`src/rtl/mem_port_arb.sv`:
```
// mem_port_arb: arbitrates the fetch stage and the load/store stage onto the
// single shared memory port. Only one transaction is in flight at a time
// (IDLE -> REQ -> RESP). Data requests normally win. A streak counter gives
// fetch a turn after MAX_D_STREAK back-to-back data grants made while fetch
// was waiting. A flush kills the response of an in-flight fetch.
module mem_port_arb #(
  parameter int ADDR_W       = 48,
  parameter int DATA_W       = 64,
  parameter int MAX_D_STREAK = 4
) (
  input  logic                clk,
  input  logic                n_reset,
  input  logic                flush,
  // fetch port
  input  logic                if_req,
  input  logic [ADDR_W-1:0]   if_addr,
  output logic                if_gnt,
  output logic                if_rvalid,
  output logic [31:0]         if_rdata,
  // data port
  input  logic                d_req,
  input  logic                d_we,
  input  logic [ADDR_W-1:0]   d_addr,
  input  logic [DATA_W-1:0]   d_wdata,
  input  logic [DATA_W/8-1:0] d_be,
  output logic                d_gnt,
  output logic                d_rvalid,
  output logic [DATA_W-1:0]   d_rdata,
  // memory port
  output logic                m_req,
  output logic                m_we,
  output logic [ADDR_W-1:0]   m_addr,
  output logic [DATA_W-1:0]   m_wdata,
  output logic [DATA_W/8-1:0] m_be,
  input  logic                m_gnt,
  input  logic                m_rvalid,
  input  logic [DATA_W-1:0]   m_rdata
);

  localparam int BE_W     = DATA_W / 8;
  localparam int STREAK_W = $clog2(MAX_D_STREAK + 1);

  typedef enum logic [1:0] {
    IDLE = 2'd0,
    REQ  = 2'd1,
    RESP = 2'd2
  } state_e;

  state_e              state_q, state_d;
  logic [STREAK_W-1:0] streak_q, streak_d;
  logic                kill_q, kill_d;
  logic                owner_f_q, owner_f_d;   // 1 = fetch owns the transaction
  logic                wsel_q, wsel_d;         // which 32-bit half holds the instruction
  logic                m_req_q, m_req_d;
  logic                m_we_q, m_we_d;
  logic [ADDR_W-1:0]   m_addr_q, m_addr_d;
  logic [DATA_W-1:0]   m_wdata_q, m_wdata_d;
  logic [BE_W-1:0]     m_be_q, m_be_d;
  logic                if_rvalid_q, if_rvalid_d;
  logic [31:0]         if_rdata_q, if_rdata_d;
  logic                d_rvalid_q, d_rvalid_d;
  logic [DATA_W-1:0]   d_rdata_q, d_rdata_d;

  logic                f_pend;
  logic                streak_sat;
  logic                d_win;
  logic                f_win;

  // Arbitration: a flush in IDLE hides if_req for that cycle; fetch only
  // overrides data once the streak has saturated.
  always_comb begin
    f_pend     = if_req && !flush;
    streak_sat = (streak_q == STREAK_W'(MAX_D_STREAK));
    d_win      = (state_q == IDLE) && d_req && !(f_pend && streak_sat);
    f_win      = (state_q == IDLE) && f_pend && (!d_req || streak_sat);
  end

  // Next-state, grants, memory request capture and response routing.
  always_comb begin
    state_d     = state_q;
    streak_d    = streak_q;
    kill_d      = kill_q;
    owner_f_d   = owner_f_q;
    wsel_d      = wsel_q;
    m_req_d     = m_req_q;
    m_we_d      = m_we_q;
    m_addr_d    = m_addr_q;
    m_wdata_d   = m_wdata_q;
    m_be_d      = m_be_q;
    if_rvalid_d = 1'b0;
    if_rdata_d  = if_rdata_q;
    d_rvalid_d  = 1'b0;
    d_rdata_d   = d_rdata_q;
    if_gnt      = 1'b0;
    d_gnt       = 1'b0;

    case (state_q)
      IDLE: begin
        kill_d = 1'b0;
        if (d_win) begin
          d_gnt     = 1'b1;
          owner_f_d = 1'b0;
          m_req_d   = 1'b1;
          m_we_d    = d_we;
          m_addr_d  = d_addr;
          m_wdata_d = d_wdata;
          m_be_d    = d_be;
          // Only grants that made fetch wait count towards the streak.
          if (f_pend) begin
            streak_d = streak_sat ? streak_q : streak_q + STREAK_W'(1);
          end else begin
            streak_d = '0;
          end
          state_d = REQ;
        end else if (f_win) begin
          if_gnt    = 1'b1;
          owner_f_d = 1'b1;
          wsel_d    = if_addr[2];
          m_req_d   = 1'b1;
          m_we_d    = 1'b0;
          m_addr_d  = if_addr;
          m_wdata_d = '0;
          m_be_d    = '1;
          streak_d  = '0;
          state_d   = REQ;
        end
      end

      REQ: begin
        if (flush && owner_f_q) begin
          kill_d = 1'b1;
        end
        if (m_gnt) begin
          m_req_d = 1'b0;
          state_d = RESP;
        end
      end

      RESP: begin
        if (flush && owner_f_q) begin
          kill_d = 1'b1;
        end
        if (m_rvalid) begin
          state_d = IDLE;
          kill_d  = 1'b0;
          if (owner_f_q) begin
            // A flush now or earlier in this transaction drops the fetch.
            if (!kill_q && !flush) begin
              if_rvalid_d = 1'b1;
              if_rdata_d  = wsel_q ? m_rdata[63:32] : m_rdata[31:0];
            end
          end else begin
            d_rvalid_d = 1'b1;
            d_rdata_d  = m_rdata;
          end
        end
      end

      default: begin
        state_d = IDLE;
      end
    endcase
  end

  // State and output registers; asynchronous reset abandons any transaction.
  always_ff @(posedge clk or negedge n_reset) begin
    if (!n_reset) begin
      state_q     <= IDLE;
      streak_q    <= '0;
      kill_q      <= 1'b0;
      owner_f_q   <= 1'b0;
      wsel_q      <= 1'b0;
      m_req_q     <= 1'b0;
      m_we_q      <= 1'b0;
      m_addr_q    <= '0;
      m_wdata_q   <= '0;
      m_be_q      <= '0;
      if_rvalid_q <= 1'b0;
      if_rdata_q  <= '0;
      d_rvalid_q  <= 1'b0;
      d_rdata_q   <= '0;
    end else begin
      state_q     <= state_d;
      streak_q    <= streak_d;
      kill_q      <= kill_d;
      owner_f_q   <= owner_f_d;
      wsel_q      <= wsel_d;
      m_req_q     <= m_req_d;
      m_we_q      <= m_we_d;
      m_addr_q    <= m_addr_d;
      m_wdata_q   <= m_wdata_d;
      m_be_q      <= m_be_d;
      if_rvalid_q <= if_rvalid_d;
      if_rdata_q  <= if_rdata_d;
      d_rvalid_q  <= d_rvalid_d;
      d_rdata_q   <= d_rdata_d;
    end
  end

  assign m_req     = m_req_q;
  assign m_we      = m_we_q;
  assign m_addr    = m_addr_q;
  assign m_wdata   = m_wdata_q;
  assign m_be      = m_be_q;
  assign if_rvalid = if_rvalid_q;
  assign if_rdata  = if_rdata_q;
  assign d_rvalid  = d_rvalid_q;
  assign d_rdata   = d_rdata_q;

endmodule

```
`config.mk`:
```
export PLATFORM = sky130hd
export DESIGN_NAME = mem_port_arb
export DESIGN_NICKNAME = d
export VERILOG_FILES = /design/src/rtl/mem_port_arb.sv
export SDC_FILE = /design/constraint.sdc
export NUM_CORES = 1
export LEC_CHECK = 0
export CORE_AREA = 2 2 178 180
export CTS_BUF_LIST = sky130_fd_sc_hd__clkbuf_8
export DETAILED_ROUTE_END_ITERATION = 10
export DIE_AREA = 0 0 180 182
export SLEW_MARGIN = 10
export SYNTH_ARGS = -nofsm -noshare
export SYNTH_HDL_FRONTEND = slang
export SYNTH_SLANG_ARGS = --single-unit
```
`constraint.sdc`:
```
create_clock -name clk -period 1.85 [get_ports clk]
set_input_delay 0.37 -clock clk [delete_from_list [all_inputs] [get_ports clk]]
set_output_delay 0.37 -clock clk [all_outputs]
set_load 0.01 [all_outputs]
```
==> metrics <==
final hold slack=0.345 ns; Final min period=2.04 ns; worst relative slew slack=66.5%; Post-DP HPWL=23.6 mm; clock power share=19.3%; most frequent cell after synthesis=nand2_1; Synth Instances=1007; GPL Wtd Cong=0.829; r2r endpoint=m_addr[41]; MaxCap Viol Count=0; crit path max-delay cell type=dfrtp_1; CP endpoint=d_gnt; RSZ-0062 raised after global routing=yes; critical-path cell list=inv_2 -> ha_4 -> nand4b_1 -> nand3_4 -> clkinv_4 -> buf_6; Max clock buf depth=3; Post-synth EDFFs=0; proportion of netlist area held by the largest area contributor=60.1%; Layout area overhead=73.1%; skew final=0.0154 ns; Num CTS Buffers=43; logic gate share of total power=46.3%; io pins=462; Sink Count=228; CTS clock-pin slew for the worst setup and hold paths=0.07 ns; Post-DRT Antenna Nets=0; first-pass GRT wire length=54.5 mm; Vias per Instance=4.72; CP Max Fanout=3; DRT Pass-1 Iters=6; Post-Syn Nets=1254; core box area=0.0310 mm²; Leak=0.00844 µW; Site Rows=65; synth warn=0; critical path endpoint category=primary output; P_int=15900 µW; DRT iter0 DRCs=379; outcome=finished, violations left; Die H=182 µm; Crit Reg-Reg Startpoint=streak_q[0]; Die W=180 µm; main flop type after synthesis=dfrtp_1; CTS tree=yes; Post-route DRC=0; Critical Path Source=streak_q[1]; H-Tree Depth=2; Hold Vio Cnt, Final=0; WP data required=1.48 ns; gr usage total=20.9%; Final setup viols=60; syn_area_per_cell=9.43 µm²; fin. max-slew vios=0; final layout net count=1752; routed wire length per instance=18.8 µm; initial antenna violation count=2; Final period util=110%; post-place setup slack=-0.357 ns; synthesized area=0.00950 mm²; Post-DP Area=0.0148 mm²; Synth area leaders=dfrtp_1, nand2_1, nand3_1, mux2i_1, o22ai_1; sum of negative setup slack=-3.02 ns; pwr/cell area=1520 mW/mm²; synth cell count leaders=nand2_1, dfrtp_1, nand3_1; via count=9133; Worst Max-Slew Pin Slew=0.502 ns; Routed Wire Length=36.3 mm; port bufs=461; pin count of the biggest net entering global routing=90; Worst R2R Path Depth=10; maximum VDD drop=0.000642 V; post-synth top area cell=dfrtp_1; sequential element share of the synthesized area=60.1%; switching share of power=36.2%; fin util=53.1%; Die Footprint=0.0328 mm²; R2R Setup Slk=-0.10 ns; Setup WS post-layout=-0.193 ns; share of flip-flops with an asynchronous set or reset=100%; CP max stage delay=0.38 ns; flops & latches, synth=228; Initial Util=30.7%; clock latency on the worst-skew pair=0.53 ns; post-route cell area=0.0164 mm²; Flop pwr share=34.4%; crit start category=register; Fillers=2882; NetSw=9050 µW; WS Path Type=reg -> out; max frequency=490 MHz; worst hold-check path type=in -> async; CP arrival=1.67 ns; gr ovfl total=0; vias in the first global route=9580; violated checks=negative setup slack; CTS Root Cell=clkbuf_8; share of layout cells above drive strength 1=13.7%; Netlist cell types=36
[state kept, by name, indices dropped and copies added, names as in the netlist]
signal,count
d_rdata,64
d_rvalid,1
if_rdata,32
if_rvalid,1
kill_q,1
m_addr,48
m_be,8
m_req,1
m_wdata,64
m_we,1
owner_f_q,1
state_q,2
streak_q,3
wsel_q,1
[how the worst min path moves through the flow]
stage | startpoint | end | slack, ns
finish | n_reset | d_rdata[54] | 0.34
CTS | n_reset | d_rdata[54] | 0.31
global route | n_reset | d_rdata[54] | 0.35
detailed placement | n_reset | if_rdata[16] | 0.29
floorplan | n_reset | d_rdata[0] | 0.07
global placement | n_reset | if_rdata[16] | 0.29
[metal layers]
layer	track usage [%]	part of all wire [%]
met1	24.3	39
met2	35.8	50
met3	6.86	7.8
met4	8.23	3.4
met5	0	0
[kinds of logic after synthesis]
group | count (synthesis) | synth area share, %
flip-flops | 228 | 60.1
XOR/XNOR | 1 | 0.0922
AND/OR/NAND/NOR | 553 | 23.7
multiplexers | 33 | 3.48
AO/OA/AOI/OAI | 101 | 7.02
buffers and inverters | 84 | 4.70
adder cells (fa/ha/maj) | 7 | 0.922
[final cells by class]
class | count | area, µm² | area share (%)
repair buffers | 523 | 5640 | 34.3
inverters | 13 | 61.3 | 0.373
multi-input cells | 696 | 3710 | 22.6
flip-flops and latches | 228 | 5710 | 34.7
diodes | 2 | 5.00 | 0.0304
clock buffers | 50 | 688 | 4.18
clock inverters | 19 | 134 | 0.814
well taps | 402 | 503 | 3.06
[power by group through the flow]
stage / Combinational [µW] / Sequential, µW / Clock (µW)
after floorplan: 3790 / 9440 / 0
after global placement: 11300 / 8470 / 0
after detailed placement: 11400 / 8550 / 0
after CTS: 11400 / 8530 / 4990
after global routing: 12600 / 8890 / 5210
final: 11500 / 8600 / 4820
[per-stage QoR]
| step | std cells | power (µW) |
|---|---|---|
| global placement | 1842 | 19800 |
| CTS | 1925 | 24900 |
| global route | 1933 | 26600 |
| finish | 1933 | 25000 |
| detailed placement | 1842 | 20000 |
| floorplan | 1007 | 13200 |
[critical path: cells and delay by family, from the launching register on]
family	cells	cell delay, ns
buf+inv	3	0.27
flops	1	0.38
fa+ha+maj	1	0.14
simple gates	2	0.35
[what timing repair did]
| item | in CTS | in global routing |
|---|---|---|
| pin swaps | 37 | 18 |
| resized for setup | 129 | 129 |
| buffers inserted | 6 | 5 |
| hold buffers | 1 | 0 |
| setup endpoints to repair | 135 | 216 |
| gates cloned | 7 | 6 |
| hold endpoints to repair | 31 | 0 |
[cell usage in the layout (no fill, tap or decap), types with 11 or more instances in the layout]
cell / netlist / routed
buf_12: 0 / 16
buf_4: 12 / 28
clkbuf_8: 0 / 50
clkdlybuf4s50_1: 0 / 319
dfrtp_1: 228 / 227
dlygate4sd2_1: 0 / 67
dlymetal6s2s_1: 0 / 72
inv_1: 11 / 16
mux2i_1: 33 / 33
nand2_1: 379 / 352
nand2_4: 0 / 20
nand3_1: 68 / 67
nor2_1: 50 / 50
nor3_1: 48 / 37
nor3_2: 0 / 11
o21ai_2: 17 / 25
o22ai_1: 48 / 45
Power figures use the tool's default switching activity.
